File: src/rtl/bumpy_collision_edge.sv
`default_nettype none
// ============================================================================
//  Module      : bumpy_collision_edge
//  Description : Per-frame Bumpy/brick overlap detector and edge-band classifier
//  Revision    : 1.0 - initial release
// ============================================================================
module bumpy_collision_edge #(
    parameter int OBJECT_SIZE = 32,
    parameter int EDGE_WIDTH  = 4
) (
    input  logic               clk,
    input  logic               resetN,
    input  logic               startOfFrame,
    input  logic [10:0]        pixelX,
    input  logic [10:0]        pixelY,
    input  logic signed [10:0] topLeftX,
    input  logic signed [10:0] topLeftY,
    input  logic               smileyDrawingRequest,
    input  logic               brickDrawingRequest,
    input  logic               EndGame,
    output logic               collision,
    output logic [3:0]         HitEdgeCode,
    output logic               collisionPulse
);

    localparam logic [11:0] c_SIZE     = 12'(OBJECT_SIZE);
    localparam logic [11:0] c_EDGE     = 12'(EDGE_WIDTH);
    localparam logic [11:0] c_FAR_BAND = 12'(OBJECT_SIZE - EDGE_WIDTH);

    typedef enum logic [0:0] {
        IDLE_FRAME = 1'b0,
        HIT_FRAME  = 1'b1
    } state_t;

    state_t      r_state;
    logic        r_hitAcc;
    logic [3:0]  r_edgeAcc;
    logic        r_collision;
    logic [3:0]  r_hitEdgeCode;
    logic        r_collisionPulse;

    logic        w_hit;
    logic [11:0] w_offX;
    logic [11:0] w_offY;
    logic        w_inX;
    logic        w_inY;
    logic [3:0]  w_edge;

    assign w_hit = smileyDrawingRequest & brickDrawingRequest;

    // Sign-extend the top-left corner so a partly off-screen sprite subtracts without wrap
    assign w_offX = {1'b0, pixelX} - {topLeftX[10], topLeftX};
    assign w_offY = {1'b0, pixelY} - {topLeftY[10], topLeftY};

    assign w_inX = ~w_offX[11] && (w_offX < c_SIZE);
    assign w_inY = ~w_offY[11] && (w_offY < c_SIZE);

    always_comb begin
        w_edge = 4'b0000;
        if (w_hit && w_inX && w_inY) begin
            w_edge[0] = (w_offY >= c_FAR_BAND);
            w_edge[1] = (w_offX >= c_FAR_BAND);
            w_edge[2] = (w_offY <  c_EDGE);
            w_edge[3] = (w_offX <  c_EDGE);
        end
    end

    always_ff @(posedge clk or negedge resetN) begin
        if (!resetN) begin
            r_state          <= IDLE_FRAME;
            r_hitAcc         <= 1'b0;
            r_edgeAcc        <= 4'b0000;
            r_collision      <= 1'b0;
            r_hitEdgeCode    <= 4'b0000;
            r_collisionPulse <= 1'b0;
        end else if (EndGame) begin
            r_state          <= IDLE_FRAME;
            r_hitAcc         <= 1'b0;
            r_edgeAcc        <= 4'b0000;
            r_collision      <= 1'b0;
            r_hitEdgeCode    <= 4'b0000;
            r_collisionPulse <= 1'b0;
        end else if (startOfFrame) begin
            // Publish the finished frame; a coincident hit seeds the new frame
            r_collision      <= r_hitAcc;
            r_hitEdgeCode    <= r_edgeAcc;
            r_hitAcc         <= w_hit;
            r_edgeAcc        <= w_edge;
            r_state          <= w_hit ? HIT_FRAME : IDLE_FRAME;
            r_collisionPulse <= w_hit;
        end else begin
            r_hitAcc         <= r_hitAcc | w_hit;
            r_edgeAcc        <= r_edgeAcc | w_edge;
            r_collisionPulse <= w_hit && (r_state == IDLE_FRAME);
            if (w_hit)
                r_state <= HIT_FRAME;
        end
    end

    assign collision      = r_collision;
    assign HitEdgeCode    = r_hitEdgeCode;
    assign collisionPulse = r_collisionPulse;

endmodule
`default_nettype wire

File: config.mk
export PLATFORM = sky130hd
export DESIGN_NAME = bumpy_collision_edge
export DESIGN_NICKNAME = d
export VERILOG_FILES = /design/src/rtl/bumpy_collision_edge.sv
export SDC_FILE = /design/constraint.sdc
export NUM_CORES = 1
export LEC_CHECK = 0
export ABC_AREA = 1
export CORE_ASPECT_RATIO = 0.8
export CORE_UTILIZATION = 40
export DETAILED_ROUTE_END_ITERATION = 12
export PLACE_DENSITY = 0.78
export SLEW_MARGIN = 30
export SYNTH_ARGS = -nofsm -noshare
export SYNTH_HDL_FRONTEND = slang
export SYNTH_SLANG_ARGS = --single-unit
File: constraint.sdc
create_clock -name clk -period 0.87 [get_ports clk]
set_clock_uncertainty 0.2 [all_clocks]
set_input_delay 0.1305 -clock clk [delete_from_list [all_inputs] [get_ports clk]]
set_output_delay 0.1305 -clock clk [all_outputs]
set_load 0.01 [all_outputs]
==> metrics list <==
* Arrival time of data at the critical path endpoint: 1.83 ns
- The initial antenna violation count is 0.
- In this run, synthesis inferred 0 flip-flops with an integrated enable.
* Share of power burned in combinational logic: 0.657
* Avg Synthesized Cell Area: 5.751 sq um
- First DRT Iteration DRCs: 112
- For this design, the sink count on the clock tree is 12.
* Unrepaired setup endpoints after global routing: yes
- Netlist area before placement: 1909 sq um
- The routed design has 6348 um of wire.
* Clock transition time at the flip-flop clock pins of the worst setup and hold paths: 0.05 ns
* Die height: 63.80 um
- Clock tree from TritonCTS: done
- Portion of total power attributed to sequential cells: 0.185
* Maximum buffer depth of the clock tree: 2
- Non-Filler Instances: 508
- Critical path type: in -> reg
* Maximum fanout along the worst path: 4
- Post-Route Setup TNS: -5.334 ns
- Clock Root Buffer: sky130_fd_sc_hd__clkbuf_8
- DR vias: 2519
* Post-detailed-route count of antenna-violating nets: 0
- The worst pin sits at a relative slew slack of 0.8144.
- The max-slew violation count came to 0.
- For this design the static power due to leakage is 1.920 nW.
* Synth-to-Final Area Change: 87.88%
- Setup violators final: 15
- After routing the design area is 3587 sq um.
* Clock H-tree levels: 1
- Summed over all nets, the switching power comes to 1.238 mW.
- Overall track demand over capacity in global routing: 0.2652
- In the final design database the tool counted 524 nets.
* Post-synthesis cell count: 332
- TritonCTS Buffers: 3
- Once placement completed, the tool counted placed cells totaling 490.
* Cell types with the largest area share after synthesis: sky130_fd_sc_hd__nand2_1 25%, sky130_fd_sc_hd__dfrtp_1 16%, sky130_fd_sc_hd__ha_1 14%
* Count of hold-fix buffers inserted at cts: 0
- Worst endpoint required time: 0.85 ns
* Violations in the final reports: negative setup slack
- Worst setup slack after placement: -1.729 ns
* Initial Util: 0.4154
* Clock latency of the later-clocked register in the worst-skew pair: 0.24 ns
- Routability-driven placement finished with a final weighted congestion of 0.8845.
- The internal portion of the total power is 1.861 mW.
- Final period utilization: 2.131
* Syn Nets: 406
* Leading register cell type out of synthesis: sky130_fd_sc_hd__dfrtp_1
- Dividing the detail-routed wire length by the instance count gives 12.50 um.
- Layout cell share with drive strength beyond 1: 0.4643
- Via count of the first global-routing pass: 2519
- Synthesis instantiated 29 different standard cells from the library.
* Slack of the critical path: -0.9841 ns
* Sw Share: 0.3994
* Total inserted antenna cells: 0
* Minimum clock period: 1.854 ns
- Post-synthesis sequential area ratio: 0.1573
- Share of async-settable or async-resettable flops after synthesis: 1.000
- In this run the power density over the cells is 863.7 nW/um^2.
- The final hold violation count is 0.
- The pre-antenna-repair detailed-routing pass consisted of 5 iterations.
- sky130_fd_sc_hd__nand2_1 takes more of the synthesized area than any other cell.
* Post-DP HPWL: 3889 um
- Summing all placed instances gives a cell area of 2917 sq um.
- The layout has 334 filler cells.
- The first global-routing pass estimated 10690 um of wire.
* Largest net degree at the start of global routing: 13
- Synth Warn #: 0
* Outcome: complete, but fails checks
* Least-Margin Pin Slew: 0.2758 ns
* Post-detailed-route via-to-cell ratio: 4.959
- Highest clock frequency the design can meet: 539.4 MHz
- STA classifies the critical path startpoint as an input pin.
* Grt total ovfl: 0
- Share of Yosys cell area claimed by the top area cell type: 0.2497
* Clock power share: 0.158
- Cell row count: 22
* DRC violation count after routing: 0
- After floorplanning, the core was sized to cover 4597 sq um.
* Die span in x: 79.25 um
- In this run the tool buffered the top-level ports with 55 buffer cells.
- The tightest min-delay check is of the in -> async type.
- The die covers 5055 sq um.
- 56 I/O pins were placed.
- Capturing element type of the critical path: flip-flop
- Total of max-cap violations: 0
* Maximum vdd ir drop: 0.4742 mV
- Synthesis inferred 12 register bits.
==> routing by layer <==
layer	GRT usage	up-vias	share of wire
met2	0.5280	79	0.54
met5	0	-	0
li1	-	1262	-
met3	0.03000	20	0.047
met4	0.09091	0	0.027
met1	0.2837	1158	0.39
==> worst max-delay path, stage by stage <==
cell and delay, ns:
sky130_fd_sc_hd__dlygate4sd2_1 0.26, sky130_fd_sc_hd__inv_1 0.09, sky130_fd_sc_hd__ha_4 0.20, sky130_fd_sc_hd__nand2_2 0.07
sky130_fd_sc_hd__nand2_2 0.08, sky130_fd_sc_hd__and2_4 0.17, sky130_fd_sc_hd__nand2_2 0.06, sky130_fd_sc_hd__nand2_1 0.06
sky130_fd_sc_hd__nand2_1 0.06, sky130_fd_sc_hd__nand2_1 0.09, sky130_fd_sc_hd__nor2_2 0.14, sky130_fd_sc_hd__nand3_2 0.09
sky130_fd_sc_hd__nor2_4 0.15, sky130_fd_sc_hd__nand4_1 0.11, sky130_fd_sc_hd__nand2_1 0.08
==> cell families after synthesis <==
group | synth area share
flip-flops | 0.1573
AND/OR/NAND/NOR | 0.4653
buffers and inverters | 0.1396
AO/OA/AOI/OAI | 0.04521
adder cells (fa/ha/maj) | 0.1651
XOR/XNOR | 0.02753
==> registers in the layout (all words and copies together), names as in the netlist <==
signal and count:
r_hitAcc 1, HitEdgeCode 4, r_edgeAcc 4, r_state 1
collision 1, collisionPulse 1
==> Yosys cell counts (2+ instances only) <==
| cell type | n |
|---|---|
| sky130_fd_sc_hd__nand2_1 | 127 |
| sky130_fd_sc_hd__inv_1 | 66 |
| sky130_fd_sc_hd__nand3_1 | 29 |
| sky130_fd_sc_hd__nor2_1 | 23 |
| sky130_fd_sc_hd__ha_1 | 22 |
| sky130_fd_sc_hd__dfrtp_1 | 12 |
| sky130_fd_sc_hd__nand4_1 | 12 |
| sky130_fd_sc_hd__a21oi_1 | 9 |
| sky130_fd_sc_hd__nand3b_1 | 3 |
| sky130_fd_sc_hd__xnor2_1 | 3 |
| sky130_fd_sc_hd__xor2_1 | 3 |
| sky130_fd_sc_hd__a31oi_1 | 2 |
| sky130_fd_sc_hd__fa_1 | 2 |
| sky130_fd_sc_hd__nand2_2 | 2 |
| sky130_fd_sc_hd__nor2_2 | 2 |
| sky130_fd_sc_hd__o21bai_1 | 2 |
==> stage by stage <==
step,total power [mW],utilization,hold slack (ns)
floorplan,1.411,-,-0.3651
global placement,2.026,0.6345,0.2328
detailed placement,2.056,0.6345,0.2435
CTS,3.003,0.7722,0.02754
global route,3.309,0.7803,0.04276
finish,3.098,0.7803,0.03588
==> worst paths after layout <==
path                                start             end  slack (ns)  cells after the start
max                           topLeftX[1]    r_edgeAcc[2]       -0.98                     15
min                                resetN  HitEdgeCode[1]        0.04                      2
max reg2reg                HitEdgeCode[2]  HitEdgeCode[2]       -0.05                      3
min reg2reg                       r_state  collisionPulse        0.28                      1
max in group asynchronous          resetN    r_edgeAcc[2]        0.33                      2
min in group clk             startOfFrame  collisionPulse        0.08                      3
==> layout make-up <==
type / count / area [sq um] / area share
Inverter: 68 / 264.0 / 0.07360
Sequential cell: 12 / 300.3 / 0.08371
Timing Repair Buffer: 114 / 953.4 / 0.2658
Tap cell: 60 / 75.07 / 0.02093
Multi-Input combinational cell: 251 / 1953 / 0.5445
Clock buffer: 3 / 41.29 / 0.01151
==> timing repair <==
item | in CTS | in global routing
buffers inserted | 14 | 2
pin swaps | 77 | 6
setup endpoints to repair | 18 | 18
cloned | 1 | 0
gates resized for setup | 224 | 19
==> power groups by stage <==
stage | registers (mW) | clock network, mW | logic, mW
2_1_floorplan | 0.582 | 0 | 0.829
3_3_place_gp | 0.580 | 0 | 1.45
3_5_place_dp | 0.580 | 0 | 1.48
4_1_cts | 0.572 | 0.495 | 1.94
5_1_grt | 0.573 | 0.530 | 2.21
6_report | 0.573 | 0.491 | 2.03
==> layout by cell type (no fill, tap or decap), drive strengths merged, types with 2 or more instances in the layout <==
master / count
a31oi: 2
nand3b: 3
nor2: 27
nand2: 129
nand3: 30
xor2: 3
a21oi: 10
clkdlybuf4s15: 4
ha: 22
clkdlybuf4s50: 2
o21bai: 2
dlygate4sd2: 34
nand4: 12
buf: 71
fa: 2
inv: 67
clkbuf: 6
xnor2: 3
dfrtp: 12
nor3: 2
(Power assumes the default switching activity.)
